--- config.mk ---
export PLATFORM = sky130hd
export DESIGN_NAME = mda_sequencer
export DESIGN_NICKNAME = d
export VERILOG_FILES = /design/src/rtl/mda_pkg.sv /design/src/rtl/mda_cpu_arb.sv /design/src/rtl/mda_sequencer.sv
export SDC_FILE = /design/constraint.sdc
export NUM_CORES = 1
export LEC_CHECK = 0
export CELL_PAD_IN_SITES_DETAIL_PLACEMENT = 1
export CELL_PAD_IN_SITES_GLOBAL_PLACEMENT = 1
export CORE_UTILIZATION = 41
export DETAILED_ROUTE_END_ITERATION = 10
export DONT_BUFFER_PORTS = 1
export GPL_TIMING_DRIVEN = 0
export PLACE_DENSITY = 0.76
export SYNTH_ARGS = -nofsm -noshare
export SYNTH_HDL_FRONTEND = slang
export SYNTH_SLANG_ARGS = --single-unit
--- constraint.sdc ---
create_clock -name clk -period 1.76 [get_ports clk]
set_input_delay 0.352 -clock clk [delete_from_list [all_inputs] [get_ports clk]]
set_output_delay 0.352 -clock clk [all_outputs]
set_load 0.1 [all_outputs]
--- src/rtl/mda_pkg.sv ---
// Shared constants, arbiter state type and phase helper for the MDA character-cell sequencer.
package mda_pkg;

  localparam int unsigned SEQ_W         = 5;
  localparam int unsigned CELL_LEN      = 18;
  localparam int unsigned PH_CHAR       = 5;
  localparam int unsigned PH_ATT        = 9;
  localparam int unsigned PH_ROW        = 17;
  localparam int unsigned VRAM_RD_FIRST = 2;
  localparam int unsigned VRAM_RD_LAST  = 9;

  typedef enum logic [1:0] {
    IDLE    = 2'd0,
    PENDING = 2'd1,
    ACCESS  = 2'd2,
    DONE    = 2'd3
  } arb_state_e;

  // Next cell phase, wrapping at the end of the 9-dot cell.
  function automatic logic [SEQ_W-1:0] seq_inc(input logic [SEQ_W-1:0] s);
    return (s == SEQ_W'(CELL_LEN - 1)) ? '0 : s + SEQ_W'(1);
  endfunction

endpackage

--- src/rtl/mda_cpu_arb.sv ---
// CPU VRAM slot arbiter: grants one fixed-length slot per request inside the cell.
// Optional feature macro: MDA_CPU_WAIT_EN (drives cpu_wait while the CPU is held off).
module mda_cpu_arb
  import mda_pkg::*;
#(
  parameter int unsigned SLOT_START = 10,
  parameter int unsigned SLOT_LEN   = 6
) (
  input  logic       clk,
  input  logic       reset_n,
  input  logic       cpu_req,
  input  logic [4:0] seq_next,
  output logic       cpu_sel,
  output logic       cpu_ack,
  output logic       cpu_wait
);

  localparam logic [SEQ_W-1:0] SLOT_FIRST = SEQ_W'(SLOT_START);
  localparam logic [SEQ_W-1:0] SLOT_LAST  = SEQ_W'(SLOT_START + SLOT_LEN - 1);
  localparam logic [SEQ_W-1:0] SLOT_END   = SEQ_W'(SLOT_START + SLOT_LEN);

  arb_state_e state, state_next;
  logic       ack_next;

  always_ff @(posedge clk or negedge reset_n) begin
    if (!reset_n) begin
      state   <= IDLE;
      cpu_sel <= 1'b0;
      cpu_ack <= 1'b0;
    end else begin
      state   <= state_next;
      cpu_sel <= (state_next == ACCESS);
      cpu_ack <= ack_next;
    end
  end

  // Transitions are decided against the phase the sequencer is about to enter.
  always_comb begin
    state_next = state;
    ack_next   = 1'b0;
    unique case (state)
      IDLE:    if (cpu_req) state_next = PENDING;
      PENDING: begin
        if (!cpu_req)                    state_next = IDLE;
        else if (seq_next == SLOT_FIRST) state_next = ACCESS;
      end
      ACCESS:  if (seq_next == SLOT_END) state_next = DONE;
      DONE:    if (!cpu_req) state_next = IDLE;
      default: state_next = IDLE;
    endcase
    ack_next = (state_next == ACCESS) && (seq_next == SLOT_LAST);
  end

`ifdef MDA_CPU_WAIT_EN
  always_ff @(posedge clk or negedge reset_n) begin
    if (!reset_n) cpu_wait <= 1'b0;
    else          cpu_wait <= (state_next == PENDING) || ((state_next == ACCESS) && !ack_next);
  end
`else
  assign cpu_wait = 1'b0;
`endif

endmodule

--- src/rtl/mda_sequencer.sv ---
// MDA character-cell sequencer: 18-clock phase counter, display VRAM strobes and CPU slot arbiter.
// Optional feature macro: MDA_CPU_WAIT_EN (ISA wait request from the arbiter).
module mda_sequencer
  import mda_pkg::*;
#(
  parameter int unsigned CPU_SLOT_START = 10,
  parameter int unsigned CPU_SLOT_LEN   = 6
) (
  input  logic       clk,
  input  logic       reset_n,
  input  logic       cpu_req,
  output logic [4:0] clk_seq,
  output logic       vram_read,
  output logic       vram_read_char,
  output logic       vram_read_att,
  output logic       charrom_read,
  output logic       disp_pipeline,
  output logic       crtc_clk,
  output logic       cpu_sel,
  output logic       cpu_ack,
  output logic       cpu_wait
);

  logic [SEQ_W-1:0] seq_next;

  assign seq_next = seq_inc(clk_seq);

  // Strobes decode the upcoming phase so each output lines up with clk_seq.
  always_ff @(posedge clk or negedge reset_n) begin
    if (!reset_n) begin
      clk_seq        <= '0;
      vram_read      <= 1'b0;
      vram_read_char <= 1'b0;
      vram_read_att  <= 1'b0;
      charrom_read   <= 1'b0;
      disp_pipeline  <= 1'b0;
      crtc_clk       <= 1'b0;
    end else begin
      clk_seq        <= seq_next;
      vram_read      <= (seq_next >= SEQ_W'(VRAM_RD_FIRST)) && (seq_next <= SEQ_W'(VRAM_RD_LAST));
      vram_read_char <= (seq_next == SEQ_W'(PH_CHAR));
      vram_read_att  <= (seq_next == SEQ_W'(PH_ATT));
      charrom_read   <= (seq_next == SEQ_W'(PH_ROW));
      disp_pipeline  <= (seq_next == SEQ_W'(PH_ROW));
      crtc_clk       <= (seq_next == SEQ_W'(PH_ROW));
    end
  end

  mda_cpu_arb #(
    .SLOT_START (CPU_SLOT_START),
    .SLOT_LEN   (CPU_SLOT_LEN)
  ) u_arb (
    .clk      (clk),
    .reset_n  (reset_n),
    .cpu_req  (cpu_req),
    .seq_next (seq_next),
    .cpu_sel  (cpu_sel),
    .cpu_ack  (cpu_ack),
    .cpu_wait (cpu_wait)
  );

endmodule

**Word level (Yosys, flattened, before mapping)**

Cells that the tools add are included.

- Reductions and logical operators: 3
- Add/sub/neg operators: 1
- Muxes and demuxes: 7
- Div/mod/pow operators: 0
- Magnitude comparators: 2
- Bitwise logic cells: 0
- Equal/unequal tests: 11
- Shift operators: 0
- $mul: 0

Operators by type and width:

| kind | count |
|---|---|
| $eq 5x4->1 const B | 3 |
| $eq 5x5->1 const B | 3 |
| $mux 2 | 5 |
| $pmux 2 s4 | 1 |
| $eq 2x2->1 const B | 3 |
| $add 5x1->5 const B | 1 |
| $eq 5x3->1 const B | 1 |
| $ge 5x2->1 const B | 1 |
| $le 5x4->1 const B | 1 |
| $mux 5 | 1 |
| $eq 2x1->1 const B | 1 |
| $logic_and 1x1->1 | 2 |
| $logic_not 2->1 | 1 |

- Bits in latches: 0
- Bits in writable memories: 0
- Register bits: 13
- ROM bits: 0
- Input bits: 3
- Memories: 0

**Depth between registers and ports, before layout**

- Depth after elaboration: 8
- Mapped depth: 7

**By module**

From an unflattened synthesis, not the netlist that was laid out.

- Cells, all modules: 62
- Area total of the unflattened synthesis: 671.9 um2

Modules (own cells, without submodules):

| module | instances | cells each | area an instance (um2) |
|---|---|---|---|
| mda_sequencer | 1 | 38 | 445.4 |
| mda_cpu_arb | 1 | 24 | 226.5 |

**Least setup slack after synthesis**

OpenSTA, ideal clock, no wires.

- Kind: flip-flop to flip-flop
- Start: register clk_seq[1]
- End: register u_arb.cpu_sel
- Arrival time: 2.376 ns
- Data required time: 1.665 ns
- Stages on the path, launching flop included: 6
- Setup time: 0.095 ns
- Path buffers: 0
- Slack: -0.711 ns
- Cells stage by stage: dfrtp_1 -> ha_1 -> and4_2 -> nor3_1 -> or4_4 -> o32ai_2

- Cells in the longest elaborated chain, start to end: 7

RTL lines:

| item | RTL line | text |
|---|---|---|
| start: declaration | mda_sequencer.sv:12 | `output logic [4:0] clk_seq,` |
| start signal: assignment | mda_sequencer.sv:39 | `clk_seq <= seq_next;` |
| $add 5x1->5 or $eq 5x5->1 (tied branches) | mda_pkg.sv:21 | `return (s == SEQ_W'(CELL_LEN - 1)) ? '0 : s + SEQ_W'(1);` |
| $mux 5 (*) | mda_pkg.sv:21 |  |
| $eq 5x4->1 | mda_cpu_arb.sv:45 | `else if (seq_next == SLOT_FIRST) state_next = ACCESS;` |
| $mux 2 | mda_cpu_arb.sv:45 |  |
| $mux 2 | mda_cpu_arb.sv:44 | `if (!cpu_req) state_next = IDLE;` |
| $pmux 2 s4 (*) | mda_cpu_arb.sv:41 | `unique case (state)` |
| $eq 2x2->1 (*) | mda_cpu_arb.sv:32 | `cpu_sel <= (state_next == ACCESS);` |
| end signal: assignment | mda_cpu_arb.sv:32 |  |
| end: declaration | mda_cpu_arb.sv:13 | `output logic cpu_sel,` |

Every way passes the cells marked *; elsewhere a longest branch is shown, timed or not.

**Worst setup path after layout**

- Start: register clk_seq[1]
- End: register u_arb.state[0]

- Cells in the longest elaborated chain, start to end: 6

RTL lines:

| item | RTL line | text |
|---|---|---|
| $add 5x1->5 or $eq 5x5->1 (tied branches) | mda_pkg.sv:21 |  |
| $mux 5 (*) | mda_pkg.sv:21 |  |
| $eq 5x4->1 | mda_cpu_arb.sv:45 |  |
| $mux 2 | mda_cpu_arb.sv:45 |  |
| $mux 2 | mda_cpu_arb.sv:44 |  |
| $pmux 2 s4 (*) | mda_cpu_arb.sv:41 |  |
| named net u_arb.state_next[0] | mda_cpu_arb.sv:22 | `arb_state_e state, state_next;` |
| end signal: assignment | mda_cpu_arb.sv:31 | `state <= state_next;` |
| end: declaration | mda_cpu_arb.sv:22 |  |

The timed path passes the listed nets; every way through them passes the cells marked *.

==> impl_results.md <==
* Max Cap Viol at 0
* PD cells at 525 mW/mm2
* Std-Cell Rows at 15
* Post-synthesis sequential area ratio at 0.432
* Syn_area_per_cell at 10.0 um2
* Worst min path class: in -> reg
* Hold Vio Cnt, Final at 0
* Pin count of the biggest net entering global routing at 14
* Synth Area in Compound Gates at 0.0814
* Reg clk slew, reported paths at 80 ps
* Setup Viol. Count Final at 4
* Largest family of logic cells by synthesized area: simple AND/OR/NAND/NOR gates
* IO Count at 17
* Setup ws final at -242 ps
* Post-layout util at 0.587
* Comb power frac at 0.059
* XOR/XNOR Fraction of Synth Area at 0.0449
* Detailed Route WL at 1550 um
* Wire per inst at 14.2 um
* Fmax at 499 MHz
* Sw frac at 0.245
* Number of remaining DRC errors at 0
* Slew @ Worst Pin at 861 ps
* Root buf cell: clkbuf_4
* CTS tree: done
* DR pass1 iterations at 4
* Fill cell count at 188
* Vias in the first global route at 525
* Clock latency on the worst-skew pair at 260 ps
* Global route overflow at 0
* P_int at 0.401 mW
* Mux cell area share after synthesis at 0
* Die Y at 44.9 um
* Synth Cell Area at 753 um2
* Antenna fix cells at 0
* VDD IR max at 0.000257 V
* Die area at 0.00201 mm2
* Design Power at 0.532 mW
* Syn Nets at 82
* Final slew viol count at 0
* Ys async rst share at 1.00
* Num CTS Buffers at 3
* Period utilization at 1.14
* Simple-Gate Fraction of Synth Area at 0.269
* Post-DP HPWL at 1100 um
* Worst-path maximum fanout at 6
* RSZ-0062 raised after global routing: yes
* GRT Total Usage at 0.158
* Initial antenna violation count at 0
* Synth Warn # at 0
* First-pass GRT wire length at 2330 um
* Setup Skew at 2.03 ps
* Area delta synth->final at 34.6%
* Layout Nets at 92
* Port buffer count at 0
* Sinks on the clock net at 13
* Main synth FF type: dfrtp_1
* Crit start category: flop
* CTS H-tree depth at 1
* Crit Path Category: reg -> reg
* Placed instance area at 863 um2
* Post-synth EDFFs at 0
* DR vias at 565
* Failing checks: negative setup slack
* Worst Path Arrival at 2150 ps
* #FFs+latches synth at 13
* Vias per cell at 5.18
* Iteration-0 DRC Markers at 5
* Clock buffer depth at 2
* Ratio of cells with drive above 1 in the final layout at 0.464
* Antenna Violating Nets Remaining at 0
* Crit. End Element: flop
* GPL Wtd Cong at 0.745
* Synth Area in Adders at 0.0664
* Status: finished with violations
* Slew Limit Headroom at 0.426
* Switching pwr at 0.130 mW
* Flop pwr share at 0.608
* Mapped Cells at 75
* Period minus WS final at 2000 ps
* Worst endpoint required time at 1900 ps
* Static leakage at 0.412 nW
* Clock share of power at 0.333
* Initial Util at 0.436
* Finished Cell Area at 0.00101 mm2
* Horiz. Die Dim at 44.9 um
* Core ar. at 0.00173 mm2
* Netlist cell types at 32
-- synth_stat cells, types with 2 or more instances --
| library cell | count | area, um2 |
|---|---|---|
| ha_1 | 4 | 50.1 |
| and2_1 | 2 | 12.5 |
| nand3_1 | 4 | 20.0 |
| nor3_1 | 6 | 30.0 |
| a21oi_1 | 3 | 15.0 |
| dfrtp_1 | 13 | 325 |
| nand2_1 | 7 | 26.3 |
| inv_1 | 8 | 30.0 |
| nor2_1 | 2 | 7.51 |
| buf_4 | 4 | 30.0 |
-- placed cells by master, fill, tap and decap left out, drive strengths merged, types with 2 or more instances in the layout --
| cell | netlist | final |
|---|---|---|
| nor2 | 2 | 2 |
| buf | 6 | 10 |
| a21oi | 3 | 3 |
| xor2 | 2 | 2 |
| dfrtp | 13 | 13 |
| nand2 | 7 | 7 |
| nand3 | 5 | 5 |
| clkbuf | 0 | 4 |
| ha | 4 | 4 |
| inv | 8 | 8 |
| nor3 | 7 | 7 |
| and2 | 2 | 2 |
-- layout make-up --
type,count,area (um2),share of cell area
timing repair buffer,5,52.6,0.0519
buffer,6,50.0,0.0494
tap,25,31.3,0.0309
multi-input combinational,48,473,0.467
clock buffer,4,26.3,0.0259
inverter,8,35.0,0.0346
sequential,13,345,0.341
-- path summary, 6_finish.rpt --
path,cells past startpoint,slack (ps),start,end
max,7,-240,clk_seq[1],u_arb.state[0]
min,2,250,cpu_req,u_arb.cpu_sel
max reg2reg,7,-240,clk_seq[1],u_arb.state[0]
min reg2reg,1,550,u_arb.state[1],u_arb.cpu_sel
max in group asynchronous,1,810,reset_n,clk_seq[3]
min in group asynchronous,1,520,reset_n,vram_read
-- power groups by stage --
stage / registers [mW] / clock network (mW) / logic, mW
floorplan: 0.328 / 0 / 0.0229
global placement: 0.329 / 0 / 0.0241
detailed placement: 0.330 / 0 / 0.0240
CTS: 0.323 / 0.183 / 0.0320
global route: 0.324 / 0.202 / 0.0347
finish: 0.323 / 0.177 / 0.0314
-- registers in the layout, summed over array words and instances (netlist names) --
signal / flops
clk_seq: 5
u_arb.state: 2
disp_pipeline: 1
u_arb.cpu_ack: 1
u_arb.cpu_sel: 1
vram_read: 1
vram_read_att: 1
vram_read_char: 1
-- layer usage --
layer / GRT usage / wire (um) / share of wire
met1: 0.191 / 685 / 0.44
met2: 0.294 / 802 / 0.52
met3: 0.0120 / 36 / 0.023
met4: 0.0545 / 22 / 0.014
met5: 0 / 0 / 0
-- worst max-delay path: stages (launching register included) --
cell and delay [ps]:
dfrtp_4 690, inv_4 80, ha_4 170, nand4bb_1 110
nand2_1 100, or4_4 550, nand3_2 90, o211ai_1 80
-- through the flow --
step | TNS [ps] | hold slack [ps] | cells | setup WS (ps)
after floorplan | -340 | 56.4 | 75 | -114
after CTS | -888 | 252 | 106 | -227
final | -843 | 252 | 109 | -242
after global placement | -786 | 56.6 | 100 | -228
after global routing | -1110 | 245 | 109 | -299
after detailed placement | -888 | 56.7 | 100 | -244
-- cell families (layout without fill, tap and decap cells) --
family,count (synthesis),count (layout)
AOI/OAI and AO/OA,8,8
and+or+nand+nor,32,32
other,1,1
DFF,13,13
adders and majority gates,4,4
xor gates and xnor gates,3,3
buffers and inverters,14,23
-- what timing repair did --
item | in CTS | in global routing
setup endpoints to repair | 7 | 6
endpoints found under the hold margin | 13 | 0
gates resized for setup | 7 | 5
buffers inserted | 1 | 3
pin swaps | 2 | 3
hold buffers | 1 | 0
No activity file was read; power rests on OpenSTA's default activity.
